File: config.mk
export PLATFORM = sky130hd
export DESIGN_NAME = row_uram_arbiter_flat
export DESIGN_NICKNAME = d
export VERILOG_FILES = /design/src/rtl/row_uram_arbiter_if.sv /design/src/rtl/row_uram_arbiter.sv /design/src/flat_wrapper.sv
export SDC_FILE = /design/constraint.sdc
export NUM_CORES = 1
export LEC_CHECK = 0
export ABC_AREA = 1
export BUFFER_PORTS_ARGS = -buffer_cell sky130_fd_sc_hd__buf_2
export CELL_PAD_IN_SITES_DETAIL_PLACEMENT = 1
export CELL_PAD_IN_SITES_GLOBAL_PLACEMENT = 1
export CORE_AREA = 3 3 171 173
export CTS_CLUSTER_DIAMETER = 50
export DETAILED_ROUTE_END_ITERATION = 8
export DIE_AREA = 0 0 174 176
export PLACE_DENSITY = 0.7
export SETUP_SLACK_MARGIN = 0.02
export SLEW_MARGIN = 20
export SYNTH_ARGS = -nofsm -noshare
export SYNTH_HDL_FRONTEND = slang
export SYNTH_SLANG_ARGS = --single-unit
File: constraint.sdc
create_clock -name clk -period 3.4 [get_ports clk]
set_clock_uncertainty 0.2 [all_clocks]
set_input_delay 0.68 -clock clk [delete_from_list [all_inputs] [get_ports clk]]
set_output_delay 0.68 -clock clk [all_outputs]
set_load 0.05 [all_outputs]
File: src/rtl/row_uram_arbiter_if.sv
// row_uram_arbiter_if: per-core request/lock handshake, gated URAM buses and the shared URAM port.
interface row_uram_arbiter_if #(
    parameter int NUM_CORES  = 8,
    parameter int ADDR_WIDTH = 12,
    parameter int DATA_WIDTH = 32
);
    logic [NUM_CORES-1:0]            i_core_req;
    logic [NUM_CORES-1:0]            i_core_locked;
    logic [NUM_CORES-1:0]            o_core_grant;
    logic                            o_uram_emptied;
    logic [NUM_CORES-1:0]            i_core_uram_en;
    logic [NUM_CORES-1:0]            i_core_uram_wr_en;
    logic [NUM_CORES*ADDR_WIDTH-1:0] i_core_uram_addr;
    logic [NUM_CORES*DATA_WIDTH-1:0] i_core_uram_wr_data;
    logic                            o_uram_en;
    logic                            o_uram_wr_en;
    logic [ADDR_WIDTH-1:0]           o_uram_addr;
    logic [DATA_WIDTH-1:0]           o_uram_wr_data;
    logic                            i_uram_drained;
    logic                            i_drain_busy;

    modport slave (
        input  i_core_req, i_core_locked, i_core_uram_en, i_core_uram_wr_en,
               i_core_uram_addr, i_core_uram_wr_data, i_uram_drained, i_drain_busy,
        output o_core_grant, o_uram_emptied, o_uram_en, o_uram_wr_en, o_uram_addr, o_uram_wr_data
    );

    modport master (
        output i_core_req, i_core_locked, i_core_uram_en, i_core_uram_wr_en,
               i_core_uram_addr, i_core_uram_wr_data, i_uram_drained, i_drain_busy,
        input  o_core_grant, o_uram_emptied, o_uram_en, o_uram_wr_en, o_uram_addr, o_uram_wr_data
    );
endinterface

File: src/rtl/row_uram_arbiter.sv
// row_uram_arbiter: round-robin URAM ownership arbiter with a registered URAM port mux.
// Optional grant timeout (GRANT without lock) is enabled by defining ROW_ARB_TIMEOUT_EN.
module row_uram_arbiter #(
    parameter int NUM_CORES     = 8,
    parameter int ADDR_WIDTH    = 12,
    parameter int DATA_WIDTH    = 32,
    parameter int GRANT_TIMEOUT = 64
) (
    input logic              clk,
    input logic              reset,
    row_uram_arbiter_if.slave bus
);
    localparam int IDX_W = $clog2(NUM_CORES);

    typedef enum logic [1:0] {IDLE, GRANT, LOCKED, RELEASE} state_t;

    state_t                 state;
    logic [IDX_W-1:0]       ptr, owner, sel;
    logic [ADDR_WIDTH-1:0]  own_addr;
    logic [DATA_WIDTH-1:0]  own_data;

    if (NUM_CORES < 2 || NUM_CORES > 16 || GRANT_TIMEOUT < 1) begin : g_bad_param
        $error("row_uram_arbiter: parameter out of range");
    end

    function automatic logic [IDX_W-1:0] wrap_add(input logic [IDX_W-1:0] p, input int n);
        int s;
        s = int'(p) + n;
        return IDX_W'(s >= NUM_CORES ? s - NUM_CORES : s);
    endfunction

    // Walk downward so the nearest requester above ptr is the last (winning) assignment.
    always_comb begin
        sel = ptr;
        for (int i = NUM_CORES; i >= 1; i--)
            sel = bus.i_core_req[wrap_add(ptr, i)] ? wrap_add(ptr, i) : sel;
    end

    always_comb begin
        own_addr = '0;
        own_data = '0;
        for (int k = 0; k < NUM_CORES; k++) begin
            own_addr = (IDX_W'(k) == owner) ? bus.i_core_uram_addr[k*ADDR_WIDTH +: ADDR_WIDTH] : own_addr;
            own_data = (IDX_W'(k) == owner) ? bus.i_core_uram_wr_data[k*DATA_WIDTH +: DATA_WIDTH] : own_data;
        end
    end

`ifdef ROW_ARB_TIMEOUT_EN
    logic [$clog2(GRANT_TIMEOUT+1)-1:0] tmo;
`endif

    always_ff @(posedge clk) begin
        if (reset) begin
            state              <= IDLE;
            ptr                <= IDX_W'(NUM_CORES - 1);
            owner              <= '0;
            bus.o_core_grant   <= '0;
            bus.o_uram_emptied <= 1'b0;
            bus.o_uram_en      <= 1'b0;
            bus.o_uram_wr_en   <= 1'b0;
            bus.o_uram_addr    <= '0;
            bus.o_uram_wr_data <= '0;
`ifdef ROW_ARB_TIMEOUT_EN
            tmo                <= '0;
`endif
        end else begin
            bus.o_uram_emptied <= bus.i_uram_drained;
            bus.o_uram_en      <= |bus.o_core_grant && bus.i_core_uram_en[owner];
            bus.o_uram_wr_en   <= |bus.o_core_grant && bus.i_core_uram_wr_en[owner];
            bus.o_uram_addr    <= |bus.o_core_grant ? own_addr : '0;
            bus.o_uram_wr_data <= |bus.o_core_grant ? own_data : '0;
            case (state)
                IDLE:
                    if (!bus.i_drain_busy && |bus.i_core_req) begin
                        bus.o_core_grant <= {{(NUM_CORES-1){1'b0}}, 1'b1} << sel;
                        owner            <= sel;
                        ptr              <= sel;
                        state            <= GRANT;
`ifdef ROW_ARB_TIMEOUT_EN
                        tmo              <= '0;
`endif
                    end
                GRANT:
                    if (bus.i_core_locked[owner]) begin
                        state <= LOCKED;
                    end else if (!bus.i_core_req[owner]) begin
                        state            <= RELEASE;
                        bus.o_core_grant <= '0;
`ifdef ROW_ARB_TIMEOUT_EN
                    end else if (int'(tmo) == GRANT_TIMEOUT - 1) begin
                        state            <= RELEASE;
                        bus.o_core_grant <= '0;
                    end else begin
                        tmo <= tmo + 1'b1;
`endif
                    end
                LOCKED:
                    if (!bus.i_core_locked[owner]) begin
                        state            <= RELEASE;
                        bus.o_core_grant <= '0;
                    end
                default:
                    state <= IDLE;
            endcase
        end
    end
endmodule

File: src/flat_wrapper.sv
// flat-port wrapper written by rule: the top's interface ports become plain ports
module row_uram_arbiter_flat 
#(
    parameter int NUM_CORES     = 8,
    parameter int ADDR_WIDTH    = 12,
    parameter int DATA_WIDTH    = 32,
    parameter int GRANT_TIMEOUT = 64
)
  (clk, reset, bus_i_core_req, bus_i_core_locked, bus_i_core_uram_en, bus_i_core_uram_wr_en, bus_i_core_uram_addr, bus_i_core_uram_wr_data, bus_i_uram_drained, bus_i_drain_busy, bus_o_core_grant, bus_o_uram_emptied, bus_o_uram_en, bus_o_uram_wr_en, bus_o_uram_addr, bus_o_uram_wr_data);
  row_uram_arbiter_if #(.NUM_CORES(NUM_CORES), .ADDR_WIDTH(ADDR_WIDTH), .DATA_WIDTH(DATA_WIDTH)) bus_i ();
  input logic clk;
  input logic reset;
  input wire logic [$bits(bus_i.i_core_req)-1:0] bus_i_core_req;
  input wire logic [$bits(bus_i.i_core_locked)-1:0] bus_i_core_locked;
  input wire logic [$bits(bus_i.i_core_uram_en)-1:0] bus_i_core_uram_en;
  input wire logic [$bits(bus_i.i_core_uram_wr_en)-1:0] bus_i_core_uram_wr_en;
  input wire logic [$bits(bus_i.i_core_uram_addr)-1:0] bus_i_core_uram_addr;
  input wire logic [$bits(bus_i.i_core_uram_wr_data)-1:0] bus_i_core_uram_wr_data;
  input wire logic [$bits(bus_i.i_uram_drained)-1:0] bus_i_uram_drained;
  input wire logic [$bits(bus_i.i_drain_busy)-1:0] bus_i_drain_busy;
  output wire logic [$bits(bus_i.o_core_grant)-1:0] bus_o_core_grant;
  output wire logic [$bits(bus_i.o_uram_emptied)-1:0] bus_o_uram_emptied;
  output wire logic [$bits(bus_i.o_uram_en)-1:0] bus_o_uram_en;
  output wire logic [$bits(bus_i.o_uram_wr_en)-1:0] bus_o_uram_wr_en;
  output wire logic [$bits(bus_i.o_uram_addr)-1:0] bus_o_uram_addr;
  output wire logic [$bits(bus_i.o_uram_wr_data)-1:0] bus_o_uram_wr_data;
  assign bus_i.i_core_req = bus_i_core_req;
  assign bus_i.i_core_locked = bus_i_core_locked;
  assign bus_i.i_core_uram_en = bus_i_core_uram_en;
  assign bus_i.i_core_uram_wr_en = bus_i_core_uram_wr_en;
  assign bus_i.i_core_uram_addr = bus_i_core_uram_addr;
  assign bus_i.i_core_uram_wr_data = bus_i_core_uram_wr_data;
  assign bus_i.i_uram_drained = bus_i_uram_drained;
  assign bus_i.i_drain_busy = bus_i_drain_busy;
  assign bus_o_core_grant = bus_i.o_core_grant;
  assign bus_o_uram_emptied = bus_i.o_uram_emptied;
  assign bus_o_uram_en = bus_i.o_uram_en;
  assign bus_o_uram_wr_en = bus_i.o_uram_wr_en;
  assign bus_o_uram_addr = bus_i.o_uram_addr;
  assign bus_o_uram_wr_data = bus_i.o_uram_wr_data;
  row_uram_arbiter #(.NUM_CORES(NUM_CORES), .ADDR_WIDTH(ADDR_WIDTH), .DATA_WIDTH(DATA_WIDTH), .GRANT_TIMEOUT(GRANT_TIMEOUT)) u_core (.clk(clk), .reset(reset), .bus(bus_i));
endmodule
Word-level counts from Yosys, hierarchy flattened
Cells that the tools add are included.
{"block": "op_classes", "add_sub_neg": 16, "magnitude_cmp": 17, "eq_ne": 14, "shift": 1, "n_mux": 66, "bitwise_logic": 1, "n_reduce_logical": 13}
{"operator": "$mux 32", "n": 8}
{"operator": "$mux 12", "n": 8}
{"operator": "$mux 3", "n": 16}
{"operator": "$bmux 1 s3", "n": 12}
{"operator": "$lt 3x4->1 const B", "n": 9}
{"operator": "$mux 8", "n": 4}
{"operator": "$ge 4x4->1 const B", "n": 7}
{"operator": "$pmux 8 s3", "n": 1}
{"operator": "$sub 3x1->3 const B", "n": 8}
{"operator": "$add 3x3->4 const B", "n": 4}
{"operator": "$reduce_or 8->1", "n": 2}
{"operator": "$eq 3x3->1 const A", "n": 4}
{"operator": "$mux 1", "n": 12}
{"operator": "$add 3x2->4 const B", "n": 2}
{"operator": "$mux 2", "n": 4}
{"operator": "$shl 1x3->8 const A", "n": 1}
{"operator": "$eq 2x3->1 const A", "n": 2}
{"operator": "$ne 2x2->1 const B", "n": 3}
{"operator": "$pmux 2 s3", "n": 1}
{"operator": "$add 3x4->5 const B", "n": 1}
{"operator": "$ge 5x4->1 const B", "n": 1}
{"operator": "$reduce_and 5->1", "n": 1}
{"operator": "$add 3x1->4 const B", "n": 1}
{"operator": "$eq 1x3->1 const A", "n": 1}
{"operator": "other kinds (13)", "n": 15}
{"block": "word_totals", "reg_bits": 63, "output_inout_bits": 55}

Longest topological paths before layout
Gate-level depths: netlist of the first run.
{"block": "logic_depth", "ltp_word": 16, "mapped_depth": 23, "ltp_nobuf": 21}

Least setup slack after synthesis of the first run
No wires, ideal clock.
{"block": "synth_timing", "kind": "flip-flop to flip-flop", "start": "reg u_core.ptr[0]", "end": "reg u_core.bus.o_core_grant[7]", "setup_ps": 128, "arrival_time_ps": 2093, "t_required_ps": 3072, "setup_slack_ps": 980, "path_stages_with_launch": 21, "n_path_buf": 2, "period_less_slack_ps": 2420, "cell_sequence": "dfxtp_1 > buf_6 > inv_2 > buf_6 > ha_1 > inv_1 > nand3_1 > nand3_1 > nand2_1 > nand2_1 > nand2_1 > nand2_1 > nand2_1 > nand2_1 > nand3_1 > nand2_1 > inv_2 > nand2_1 > nor2_1 > nor2_1 > nor2_1"}
{"block": "synth_via", "elab_chain_cells": 16, "elab_cells_between_ends": 59}
{"element": "from (decl)", "line_no": "row_uram_arbiter.sv:18", "text": "logic [IDX_W-1:0] ptr, owner, sel;"}
{"element": "from (signal assigned)", "line_no": "row_uram_arbiter.sv:55", "text": "ptr <= IDX_W'(NUM_CORES - 1);"}
{"element": "from (signal assigned)", "line_no": "row_uram_arbiter.sv:77", "text": "ptr <= sel;"}
{"element": "$add 3x4->5", "line_no": "row_uram_arbiter.sv:28", "text": "s = int'(p) + n;"}
{"element": "$ge 5x4->1 or $sub 3x1->3 (tied branches)", "line_no": "row_uram_arbiter.sv:29", "text": "return IDX_W'(s >= NUM_CORES ? s - NUM_CORES : s);"}
{"element": "$mux 3", "line_no": "row_uram_arbiter.sv:29"}
{"element": "$bmux 1 s3", "line_no": "row_uram_arbiter.sv:36", "text": "sel = bus.i_core_req[wrap_add(ptr, i)] ? wrap_add(ptr, i) : sel;"}
{"element": "$mux 1 (not written as such)", "line_no": "row_uram_arbiter.sv:36"}
{"element": "$mux 3 (7 in a row)", "line_no": "row_uram_arbiter.sv:36"}
{"element": "$mux 3 (*)", "line_no": "row_uram_arbiter.sv:36"}
{"element": "$shl 1x3->8 (*)", "line_no": "row_uram_arbiter.sv:75", "text": "bus.o_core_grant <= {{(NUM_CORES-1){1'b0}}, 1'b1} << sel;"}
{"element": "$mux 8 (*)", "line_no": "row_uram_arbiter.sv:74", "text": "if (!bus.i_drain_busy && |bus.i_core_req) begin"}
{"element": "$pmux 8 s3 (*)", "line_no": "row_uram_arbiter.sv:72", "text": "case (state)"}
{"element": "to (signal assigned)", "line_no": "row_uram_arbiter.sv:75"}
{"element": "to (decl)", "line_no": "row_uram_arbiter_if.sv:25", "text": "output o_core_grant, o_uram_emptied, o_uram_en, o_uram_wr_en, o_uram_addr, o_uram_wr_data"}
Every way passes the cells marked *; elsewhere a longest branch is shown, timed or not. The select of a mux whose other input is x is not followed.
A chain may end at the register's enable or synchronous reset.

Worst setup path after layout of the first run
{"block": "layout_timing", "start": "reg u_core.ptr[0]", "end": "reg u_core.bus.o_core_grant[4]"}
The elaborated chain is that of the path after synthesis.

==> results list, run 1 <==
- Outcome: finished clean
- Number of rows in the core area: 61
* Post-route clock period utilization: 0.776
* Cell types with the largest area share after synthesis: sky130_fd_sc_hd__dfxtp_1, sky130_fd_sc_hd__nand2_1, sky130_fd_sc_hd__nand3_1
- Dividing the detail-routed wire length by the instance count gives 18.9 um.
- Clock Pin Slew Worst Setup and Hold Paths: 0.06 ns
* Flop and latch count out of synthesis: 63
- For the worst-skew pair, the clock arrives at the later sink with an insertion delay of 0.33 ns.
- Avg Vias per Cell: 4.69
- Synthesized Nets: 1,295
- The first routing iteration left 277 violations.
* Class of the worst hold path: flop to flop
* Top-area cell type share of the netlist area: 0.240
- Summed over all layers, the routed wires come to 32,100 um.
- Final routed DRC violation total: 0
- Overall power after layout: 7030 uW
- Maximum fanout along the worst path: 11
- A synthesized cell averages 5.83 um^2.
- Detailed-router iteration count before antenna repair: 5
- Initial antenna violation count: 4
* CTS tree: built
- The floorplan step defined a die boundary enclosing 30,600 um^2.
* CP required: 3.46 ns
* Worst setup path category: flop to flop
- IR analysis of the VDD net gives a maximum drop of 327 uV.
- Via count of the first global-routing pass: 8,337
* Total number of nets in the final design: 1,706
- Measured on the finished design, the core utilization comes to 0.296.
- GPL Wtd Cong: 0.893
- Across every metal layer, demand over resource in global routing totals 0.198.
* Total grt overflow: 0
* Initial core utilization: 0.189
* Final Hold Vio Count: 0
- Number of buffers added on ports: 442
- The filler cells instantiated in the layout total 3,774.
* Crit path launch type: flop
- Measured against its own limit, the worst slew margin works out to 0.504.
- Vias after detailed routing: 7,959
- Final antenna-violating net count: 0
- Entering global routing, the biggest net connects 97 pins.
- Counting distinct cell types in the post-synthesis netlist gives 33.
* Post-Synthesis Cell Area: 5250 um^2
- Upper clock frequency limit: 379 MHz
- H-tree levels: 3
* Type of element capturing the critical path: flop
* Maximum Capacitance Violations: 0
* Arrival time worst endpoint: 2.70 ns
- Wire length of the first global-routing pass: 47,000 um
- The number of placed instances, taps included, is 1,679.
- Sum of negative setup slack: 0 ns
- Counting the buffers created by CTS gives 9.
- The analysis attributes to cell leakage a power of 0.00445 uW.
- The Yosys step of the flow raised 0 warnings.
- Final Setup Violations: 0
- Post-CTS Setup Bufs: 0
- The finished layout holds 1,697 standard cells, fillers aside.
- Cell type with the largest total area after synthesis: sky130_fd_sc_hd__dfxtp_1
* Overall die width: 174 um
- Buffers inserted to repair hold after CTS numbered 0.
* Buffer levels on the longest clock path: 2
* Instance count of the mapped netlist: 901
* Clock tree sinks: 63
- Final Max Slew Viols: 0
* Power per cell area: 854 nW/um^2
* Floorplan die height: 176 um
* Fraction of layout instances using a drive strength above 1: 0.381
* Area Overhead vs Synth: 56.8%
* Number of instances resized during post-cts repair: 0
* Final worst path period need: 2.64 ns
* Post-detail-place hpwl: 26,000 um
- IO Count: 443
* Root buffer cell: sky130_fd_sc_hd__clkbuf_16
- The region available for standard cell placement spans 27,800 um^2.
- Actual transition at the worst max-transition pin: 0.742 ns
- Setup repair after global routing missed its margin: false
* Share of the yosys chip area belonging to registers: 0.240
[flip-flops by register name, summed over array words and instances, names as in the netlist]
| signal | cells |
|---|---|
| u_core.bus.o_uram_wr_en | 1 |
| u_core.bus.o_uram_en | 1 |
| u_core.owner | 3 |
| u_core.bus.o_uram_wr_data | 32 |
| u_core.ptr | 3 |
| u_core.state | 2 |
| u_core.bus.o_uram_emptied | 1 |
| u_core.bus.o_uram_addr | 12 |
| u_core.bus.o_core_grant | 8 |
[cell families after synthesis]
family | synth area share
buffers and inverters | 0.104
AOI/OAI and AO/OA | 0.220
xor gates and xnor gates | 0.00167
adders and majority gates | 0.0143
and+or+nand+nor | 0.419
DFF | 0.240
[worst max-delay path, cell delays in order (launching register included)]
cell                      delay, ns
sky130_fd_sc_hd__dfxtp_1       0.34
sky130_fd_sc_hd__inv_2         0.11
sky130_fd_sc_hd__ha_1          0.39
sky130_fd_sc_hd__inv_1         0.24
sky130_fd_sc_hd__nand3_1       0.15
sky130_fd_sc_hd__nand3_1       0.15
sky130_fd_sc_hd__nand2_1       0.10
sky130_fd_sc_hd__nand2_1       0.07
sky130_fd_sc_hd__nand3_1       0.06
sky130_fd_sc_hd__nand2_1       0.08
sky130_fd_sc_hd__nand2_1       0.05
sky130_fd_sc_hd__nand2_1       0.06
sky130_fd_sc_hd__nand2_1       0.07
sky130_fd_sc_hd__a21oi_1       0.17
sky130_fd_sc_hd__nand2_1       0.10
sky130_fd_sc_hd__nor2_1        0.11
sky130_fd_sc_hd__nor2_1        0.05
sky130_fd_sc_hd__nor2_1        0.08
[layout make-up]
cell class	count	area, um^2	share of cell area
Timing Repair Buffer	461	2400	0.292
Sequential cell	63	1260	0.153
Inverter	78	294	0.0357
Clock inverter	4	70.1	0.00851
Multi-Input combinational cell	699	3490	0.424
Antenna cell	2	5.00	0.000608
Tap cell	378	473	0.0575
Clock buffer	12	236	0.0287
[per-stage QoR]
stage | area (um^2) | setup WS (ns) | hold WS [ns]
2_1_floorplan | 5250 | 0.980 | 0.288
3_3_place_gp | 7920 | 0.844 | 0.289
3_5_place_dp | 7920 | 0.796 | 0.305
4_1_cts | 8230 | 0.785 | 0.320
5_1_grt | 8230 | 0.420 | 0.336
6_report | 8230 | 0.760 | 0.315
[Yosys cell counts]
cell type and instances:
sky130_fd_sc_hd__buf_2 5, sky130_fd_sc_hd__a31oi_1 1, sky130_fd_sc_hd__o21ai_1 2, sky130_fd_sc_hd__clkinv_1 2, sky130_fd_sc_hd__buf_1 9, sky130_fd_sc_hd__a22oi_1 9
sky130_fd_sc_hd__nor2_2 4, sky130_fd_sc_hd__inv_1 68, sky130_fd_sc_hd__nand3b_2 1, sky130_fd_sc_hd__ha_1 6, sky130_fd_sc_hd__o211ai_1 35, sky130_fd_sc_hd__dfxtp_1 63
sky130_fd_sc_hd__a211oi_1 3, sky130_fd_sc_hd__a22oi_2 1, sky130_fd_sc_hd__a221oi_1 11, sky130_fd_sc_hd__nor4_1 1, sky130_fd_sc_hd__a41oi_1 9, sky130_fd_sc_hd__nor2_1 46
sky130_fd_sc_hd__buf_4 1, sky130_fd_sc_hd__clkbuf_2 1, sky130_fd_sc_hd__nand3_2 2, sky130_fd_sc_hd__xor2_1 1, sky130_fd_sc_hd__a21oi_1 84, sky130_fd_sc_hd__nand2_1 270
sky130_fd_sc_hd__and2_1 2, sky130_fd_sc_hd__nand2_2 3, sky130_fd_sc_hd__nor2_4 2, sky130_fd_sc_hd__nand4_1 37, sky130_fd_sc_hd__o21ai_0 36, sky130_fd_sc_hd__clkbuf_1 43
sky130_fd_sc_hd__nand3_1 133, sky130_fd_sc_hd__inv_2 8, sky130_fd_sc_hd__buf_6 2
[routing by layer]
metal | wire, um | share of wire | up-vias | GRT usage
met5 | 26 | 0.00081 | - | 0
met4 | 652 | 0.020 | 4 | 0.0506
met3 | 2130 | 0.066 | 37 | 0.0467
met2 | 16200 | 0.50 | 317 | 0.364
met1 | 13100 | 0.41 | 3696 | 0.230
li1 | - | - | 3905 | -
[path summary, 6_finish.rpt]
| kind | startpoint | to | slack [ns] | cells after the start |
|---|---|---|---|---|
| hold / removal | u_core.bus.o_core_grant[5]$_SDFFE_PP0P_ | u_core.bus.o_core_grant[5]$_SDFFE_PP0P_ | 0.32 | 2 |
| setup / recovery | u_core.ptr[0]$_SDFFE_PP1P_ | u_core.bus.o_core_grant[4]$_SDFFE_PP0P_ | 0.76 | 17 |
| setup reg to reg | u_core.ptr[0]$_SDFFE_PP1P_ | u_core.bus.o_core_grant[4]$_SDFFE_PP0P_ | 0.76 | 17 |
| hold reg to reg | u_core.bus.o_core_grant[5]$_SDFFE_PP0P_ | u_core.bus.o_core_grant[5]$_SDFFE_PP0P_ | 0.32 | 2 |
[cell usage in the layout (no fill, tap or decap), types with 2 or more instances in the layout]
cell and n:
sky130_fd_sc_hd__a211oi_1 3, sky130_fd_sc_hd__a21oi_1 84, sky130_fd_sc_hd__a221oi_1 11, sky130_fd_sc_hd__a22oi_1 9
sky130_fd_sc_hd__a41oi_1 9, sky130_fd_sc_hd__and2_1 2, sky130_fd_sc_hd__buf_12 4, sky130_fd_sc_hd__buf_2 442
sky130_fd_sc_hd__buf_4 15, sky130_fd_sc_hd__bufinv_16 2, sky130_fd_sc_hd__clkbuf_1 3, sky130_fd_sc_hd__clkbuf_16 9
sky130_fd_sc_hd__clkinv_2 3, sky130_fd_sc_hd__dfxtp_1 63, sky130_fd_sc_hd__diode_2 2, sky130_fd_sc_hd__ha_1 6
sky130_fd_sc_hd__inv_1 67, sky130_fd_sc_hd__inv_2 10, sky130_fd_sc_hd__nand2_1 270, sky130_fd_sc_hd__nand2_2 3
sky130_fd_sc_hd__nand3_1 133, sky130_fd_sc_hd__nand3_2 2, sky130_fd_sc_hd__nand4_1 37, sky130_fd_sc_hd__nor2_1 42
sky130_fd_sc_hd__nor2_4 9, sky130_fd_sc_hd__o211ai_1 35, sky130_fd_sc_hd__o21ai_0 36, sky130_fd_sc_hd__o21ai_1 2
[power by group]
part,internal (uW),switching [uW],total [uW],leakage [uW]
clock network,641,361,1000,0.000151
registers,883,94.8,978,0.000512
logic,1650,3400,5050,0.00379
(Power assumes the default switching activity.)
==> run 2: changes to the inputs <==
ABC_AREA = 0   (was 1)
CORE_AREA = 3 3 173 175   (was 3 3 171 173)
DIE_AREA = 0 0 176 178   (was 0 0 174 176)
PLACE_DENSITY = 0.66   (was 0.7)
clock period = 2.35 ns   (was 3.4 ns; I/O delays follow)
==> results list, run 2 <==
- Counting along the longest clock path gives a buffer depth of 2.
- Instance count of the mapped netlist: 571
* CP required: 2.37 ns
* Final antenna-violating net count: 0
- The synthesized design contains 0 enable-type register cells.
- The most used flip-flop cell after synthesis is sky130_fd_sc_hd__dfxtp_1.
- STA classifies the critical path endpoint as a flop.
- Buffers placed on the I/O ports in this run total 442.
- Setup slack after layout: -0.534 ns
- Final Hold Vio Count: 0
* Cell types with the largest area share after synthesis: sky130_fd_sc_hd__dfxtp_1, sky130_fd_sc_hd__mux4_2, sky130_fd_sc_hd__a22oi_1
* Combinational cell fraction of total power: 0.739
- During synthesis, Yosys emitted a total of 0 warnings.
- Clock-pin slew was measured on the worst setup and hold paths at 0.06 ns.
- Leading cell type in the layout, fill and taps excluded: sky130_fd_sc_hd__buf_2
- Switch Pwr: 5000 uW
* Share of the yosys chip area belonging to registers: 0.225
- Dividing the final minimum period by the clock period gives 1.23.
* Crit path launch type: flop
- Wire length of the first global-routing pass: 43,700 um
- The floorplan has 62 rows.
- Wire length reported by the detailed router: 30,900 um
- CTS tree: built
* Number of placed cells counting well taps: 1,398
* Largest net degree at the start of global routing: 47
- Initial antenna violation count: 1
* Cell type with the largest total area after synthesis: sky130_fd_sc_hd__dfxtp_1
- Worst reg2reg path depth: 9
- Clock tree sinks: 63
- Total Die Area: 31,300 um^2
* Total global routing track utilization: 0.184
- Area of placed instances: 8590 um^2
- GPL Wtd Cong: 0.853
* Final worst path period need: 2.88 ns
- For this block, the initial DRC count from the detailed router was 349.
- The first detailed-routing pass ran for 5 iterations.
- Flop and latch count out of synthesis: 63
- Internal power: 5770 uW
- Core utilization of the finished layout: 0.320
* Via count of the first global-routing pass: 7,277
* Maximum Capacitance Violations: 0
* Fraction of layout instances using a drive strength above 1: 0.633
- Worst-Skew Late Latency: 0.33 ns
* Number of distinct library cell variants in the gate-level netlist after synthesis: 64
- After detailed routing, the average wire length per cell comes to 21.6 um.
- From synthesis to final layout, the design area changed by 63.0%.
- IR analysis of the VDD net gives a maximum drop of 544 uV.
* Share of total power consumed by net switching: 0.464
* Hold Path Stages: 2
- The routed layout has 6,954 vias.
- Avg Vias per Cell: 4.87
- Power share of the clock group: 0.121
- Total number of nets in the final design: 1,431
* Initial core utilization: 0.196
* Power per cell area: 1180 nW/um^2
- The finished layout holds 1,428 standard cells, fillers aside.
* Post-detail-place hpwl: 25,300 um
- Maximum fanout along the worst path: 5
- Class of the worst hold path: input pin to flop
- Floorplan die height: 178 um
* Summed area of non-filler cells in the final layout: 9150 um^2
* Top-count cell post-synth: sky130_fd_sc_hd__a22oi_1
- Measured against its own limit, the worst slew margin works out to 0.684.
* Synth async-reset ratio: 0
* Arrival time worst endpoint: 2.91 ns
- Ranked by flip-flop count, first place goes to u_core.bus.o_uram_wr_data.
- Synthesized Nets: 965
- Hold is met by 0.154 ns.
- Post-Synthesis Cell Area: 5610 um^2
* Upper clock frequency limit: 347 MHz
* Leading post-synthesis cells by instance count: sky130_fd_sc_hd__a22oi_1, sky130_fd_sc_hd__dfxtp_1, sky130_fd_sc_hd__mux4_2
- The final reports fail on negative setup slack.
- Final routed DRC violation total: 0
* Total grt overflow: 0
- Sequential group share of total power: 0.140
* Setup repair after global routing missed its margin: true
* Inserted Clock Buffers: 9
- Overall die width: 176 um
- CTS built an H-tree with a depth of 3.
- Adding up every negative setup slack in the final design gives -6.52 ns.
- In the layout the commonest cells are sky130_fd_sc_hd__buf_2, sky130_fd_sc_hd__a22oi_1, sky130_fd_sc_hd__buf_4.
- Pin placement for this block handled 443 I/O pins.
- Actual transition at the worst max-transition pin: 0.473 ns
- Setup violations remaining at the end of the flow were counted as 14.
* Root buffer cell: sky130_fd_sc_hd__clkbuf_16
- The largest registers in the layout are u_core.bus.o_uram_wr_data (32), u_core.bus.o_uram_addr (12), u_core.bus.o_core_grant (8).
- The average instance in the mapped netlist occupies 9.83 um^2.
- Worst setup path category: flop to flop
- The floorplan step defined a core boundary enclosing 28,600 um^2.
- Of the post-synthesis cell area, the dominant cell type holds 0.225.
- The max-slew violation total from the final report came to 0.
- For this design the static power due to leakage is 0.00406 uW.
- The register with the most flip-flops in the layout has 32 of them.
- The flow ran to the end, but the final reports show violations.
==> run 2: worst max-delay path: stages (launching register included) <==
cell	delay, ns
sky130_fd_sc_hd__dfxtp_2	0.35
sky130_fd_sc_hd__clkinvlp_4	0.10
sky130_fd_sc_hd__ha_4	0.32
sky130_fd_sc_hd__buf_4	0.12
sky130_fd_sc_hd__mux4_2	0.50
sky130_fd_sc_hd__mux2_4	0.33
sky130_fd_sc_hd__mux2i_2	0.18
sky130_fd_sc_hd__a41oi_4	0.29
sky130_fd_sc_hd__a21boi_4	0.11
sky130_fd_sc_hd__a32o_1	0.27
==> run 2: routing by layer <==
| layer | global-route usage | share of wire |
|---|---|---|
| met4 | 0.0442 | 0.012 |
| met2 | 0.298 | 0.48 |
| met3 | 0.0445 | 0.080 |
| met5 | 0 | 0 |
| met1 | 0.248 | 0.42 |
==> run 2: final timing paths <==
kind / from / to / slack [ns]
worst max-delay path: u_core.ptr[1]$_SDFFE_PP1P_ / u_core.bus.o_core_grant[1]$_SDFFE_PP0P_ / -0.53
worst min register to register: u_core.bus.o_core_grant[3]$_SDFFE_PP0P_ / u_core.bus.o_core_grant[3]$_SDFFE_PP0P_ / 0.29
worst max register to register: u_core.ptr[1]$_SDFFE_PP1P_ / u_core.bus.o_core_grant[1]$_SDFFE_PP0P_ / -0.53
worst min-delay path: bus_i_uram_drained / u_core.bus.o_uram_emptied$_SDFF_PP0_ / 0.15
==> run 2: area by class of cell <==
type | count | area, um^2
fill | 3454 | 19500
multi-input combinational | 436 | 4150
timing repair buffer | 518 | 2920
sequential | 63 | 1270
tap | 384 | 480
clock buffer | 11 | 254
inverter | 9 | 37.5
clock inverter | 5 | 31.3
antenna | 2 | 5.00
==> run 2: through the flow <==
stage / setup slack, ns / total power [uW]
detailed placement: -0.568 / 8910
CTS: -0.461 / 10600
global route: -0.648 / 11600
global placement: -0.558 / 8750
floorplan: -0.609 / 6420
finish: -0.534 / 10800
==> run 2: power by group through the flow <==
stage / Clock (uW) / Sequential, uW / Combinational, uW
3_3_place_gp: 0 / 1530 / 7220
5_1_grt: 1400 / 1540 / 8630
6_report: 1300 / 1510 / 7960
2_1_floorplan: 0 / 2030 / 4390
3_5_place_dp: 0 / 1540 / 7370
4_1_cts: 1360 / 1520 / 7710
==> run 2: cell families (layout without fill, tap and decap cells) <==
family / count (synthesis) / count (layout) / share of synthesized area
compound gates: 187 / 187 / 0.249
xor+xnor: 4 / 4 / 0.00624
fa+ha+maj: 6 / 6 / 0.0134
buf+inv: 72 / 543 / 0.0640
flops: 63 / 63 / 0.225
mux: 106 / 106 / 0.317
other cells: 0 / 2 / 0
simple gates: 133 / 133 / 0.127
==> run 2: what timing repair did <==
action | 4_1_cts | 5_1_grt
gates resized for setup | 25 | 19
endpoints found under the setup margin | 16 | 22
hold buffers | 0 | 0
hold endpoints to repair | 0 | 0
buffers inserted | 6 | 6
pin swaps | 19 | 12
==> run 3: changes to the inputs <==
ABC_AREA = 1   (was 0)
CORE_AREA = default   (was 3 3 173 175)
CORE_ASPECT_RATIO = 0.6   (was default)
CORE_MARGIN = 3   (was default)
CORE_UTILIZATION = 22   (was default)
DIE_AREA = default   (was 0 0 176 178)
PLACE_DENSITY = 0.82   (was 0.66)
==> results list, run 3 (synthesis results as in run 1) <==
- The flow ran to the end, and the final reports show no timing, DRC or antenna violations.
* Floorplan die height: 126 um
* Most common cell on crit path: sky130_fd_sc_hd__nand2_1
- Hold buffers post-CTS: 0
* Power per cell area: 1350 nW/um^2
- The cell family contributing the most delay on the critical path is simple AND/OR/NAND/NOR gates.
- Arrival time worst endpoint: 2.40 ns
- For this configuration, the core starts out at a cell density of 0.225.
- Total grt overflow: 0
- Overall power after layout: 12,000 uW
* Clock tree sinks: 63
- For the pin with the worst max-slew slack, the measured transition is 0.961 ns.
- The share of total power dissipated in the clock network is 0.127.
- Worst setup path category: flop to flop
- Number of flip-flops under the largest register name: 32
* Top Registers: u_core.bus.o_uram_wr_data (32), u_core.bus.o_uram_addr (12), u_core.bus.o_core_grant (8)
- In this run the power spent charging and discharging nets is 6560 uW.
- Max-cap violations in this run came to 0.
- Fraction of layout instances using a drive strength above 1: 0.453
- Across the whole layout, storage elements account for 1280 um^2.
* Wire length of the first global-routing pass: 48,700 um
- Measured on the finished design, the core utilization comes to 0.383.
- Worst-Skew Late Latency: 0.34 ns
- Final Setup Violations: 0
- Setup repair after global routing missed its margin: true
* Final routed DRC violation total: 0
* CTS tree: built
- H-tree levels: 3
- The multi-input combinational cells in the finished layout cover a total of 3810 um^2.
- Of the total power, registers draw 0.122.
- STA classifies the critical path startpoint as a flop.
- Of the total power, the share spent switching nets is 0.547.
* Count of routing violations after the opening detailed-route iteration: 475
- CP required: 2.42 ns
* Largest net degree at the start of global routing: 51
- Rel. slew slack: 0.358
- Among all stages on the critical path, the largest delay is contributed by sky130_fd_sc_hd__dfxtp_4.
* Final Max Slew Viols: 0
* Avg Vias per Cell: 5.04
- Biggest register: u_core.bus.o_uram_wr_data
- Class of the worst hold path: input pin to flop
* Via count of the first global-routing pass: 8,648
* Type of element capturing the critical path: flop
* Initial antenna violation count: 8
- Counting the buffers created by CTS gives 9.
- The die covers 25,800 um^2.
* Average wire length per cell after detail routing: 20.7 um
- Detailed-router iteration count before antenna repair: 5
- The critical path contains buffers and inverters numbering 4 combined.
* Post-detail-place hpwl: 27,700 um
- Cell-by-cell trace of the critical path: inv_2 > ha_4 > inv_4 > nand3_2 > buf_4 > nand3_1 > nand2_1 > inv_1 > nand2_1 > nand2_1 > nand2_2 > nor2_1 > nand3_1 > a21oi_1
* Total global routing track utilization: 0.247
- In this run the remaining antenna-violating nets after routing total 0.
- Internal power: 5430 uW
- Number of fill cells in the layout: 3,128
- The final layout contains routed wiring with a total length of 34,600 um.
- Root buffer cell: sky130_fd_sc_hd__clkbuf_16
- Area of the core: 23,300 um^2
- Maximum single-stage delay on the critical path: 0.37 ns
- Maximum vdd ir drop: 535 uV
- Buffer levels on the longest clock path: 2
- Measured along the x axis, the die boundary spans 205 um.
- Static leakage power: 0.00474 uW
* Leading cell types in the layout, fill and taps excluded: sky130_fd_sc_hd__buf_2, sky130_fd_sc_hd__nand2_1, sky130_fd_sc_hd__nand3_1
- Post-route clock period utilization: 0.990
- In this run the worst path has a maximum fanout of 6.
- Worst hold margin: 0.135 ns
- The initialized floorplan defines 43 standard-cell rows.
- Input and output buffers added on the ports amount to 442.
* Area Overhead vs Synth: 69.7%
* Combinational cell fraction of total power: 0.751
- Vias after detailed routing: 8,430
- For this run, the post-layout net count is 1,739.
- After clock tree synthesis, the clock-pin slew on the worst setup and hold paths is 0.06 ns.
- Across all register-to-register paths, the minimum setup slack is 0.02 ns.
* Sum of negative setup slack: 0 ns
- Including well taps, the total number of placed cells is 1,646.
- The routed design could run at a clock period as short as 2.33 ns.
- GPL Wtd Cong: 0.912
- IO Count: 443
* Leading cell type in the layout, fill and taps excluded: sky130_fd_sc_hd__buf_2
- Final cell count without fillers: 1,671
* Upper clock frequency limit: 430 MHz
- The count of final hold-check violations came to 0.
[run 3: cell count changes in the layout (fill, tap and decap cells not counted), moves of 35 or more]
cell	previous run	this run
sky130_fd_sc_hd__nand2_1	20	247
sky130_fd_sc_hd__nand3_1	4	115
sky130_fd_sc_hd__a22oi_1	68	4
sky130_fd_sc_hd__a21oi_1	19	80
sky130_fd_sc_hd__inv_1	7	63
sky130_fd_sc_hd__mux4_2	54	0
sky130_fd_sc_hd__nand4_1	2	37
[run 3: layout make-up]
cell class	count	share of cell area
Multi-Input combinational cell	700	0.428
Timing Repair Buffer	493	0.311
Sequential cell	63	0.144
Tap cell	315	0.0442
Inverter	78	0.0348
Clock buffer	10	0.0268
Clock inverter	6	0.0101
Antenna cell	6	0.00168
[run 3: timing repair]
action                     4_1_cts  5_1_grt
cloned                           0        1
pin swaps                        0       29
resized for setup               13       96
setup endpoints to repair       24       44
setup buffers                    0        2
[run 3: worst paths after layout]
path / start / endpoint / depth (start not counted)
setup / recovery: u_core.ptr[1]$_SDFFE_PP1P_ / u_core.bus.o_core_grant[5]$_SDFFE_PP0P_ / 14
hold / removal: bus_i_uram_drained / u_core.bus.o_uram_emptied$_SDFF_PP0_ / 3
setup reg to reg: u_core.ptr[1]$_SDFFE_PP1P_ / u_core.bus.o_core_grant[5]$_SDFFE_PP0P_ / 14
hold reg to reg: u_core.bus.o_core_grant[5]$_SDFFE_PP0P_ / u_core.bus.o_core_grant[5]$_SDFFE_PP0P_ / 2
[run 3: power groups by stage]
stage	Combinational, uW	Sequential (uW)	Clock, uW
global placement	7800	1430	0
global route	9910	1480	1610
finish	9010	1460	1520
CTS	8130	1420	1570
detailed placement	8030	1430	0
floorplan	4710	1740	0
[run 3: worst reg2reg max path, stage by stage (launching register included)]
cell and delay [ns]:
sky130_fd_sc_hd__dfxtp_4 0.37, sky130_fd_sc_hd__inv_2 0.05, sky130_fd_sc_hd__ha_4 0.27, sky130_fd_sc_hd__inv_4 0.11
sky130_fd_sc_hd__nand3_2 0.11, sky130_fd_sc_hd__buf_4 0.15, sky130_fd_sc_hd__nand3_1 0.12, sky130_fd_sc_hd__nand2_1 0.11
sky130_fd_sc_hd__inv_1 0.13, sky130_fd_sc_hd__nand2_1 0.07, sky130_fd_sc_hd__nand2_1 0.07, sky130_fd_sc_hd__nand2_2 0.10
sky130_fd_sc_hd__nor2_1 0.14, sky130_fd_sc_hd__nand3_1 0.13, sky130_fd_sc_hd__a21oi_1 0.14
[run 3: metal layers]
metal	global-route usage	up-vias	wire [um]	part of all wire
met3	0.0819	59	3150	0.091
li1	-	3980	-	-
met5	0	-	22	0.00064
met4	0.0927	4	1010	0.029
met2	0.408	392	16100	0.47
met1	0.301	3995	14300	0.41
[run 3: metrics by stage]
stage               setup WS, ns  cell area (um^2)
CTS                       0.0128              8550
floorplan                 0.0897              5260
global route              -0.102              8910
finish                    0.0233              8910
detailed placement       -0.0962              8180
global placement        -0.00539              8180
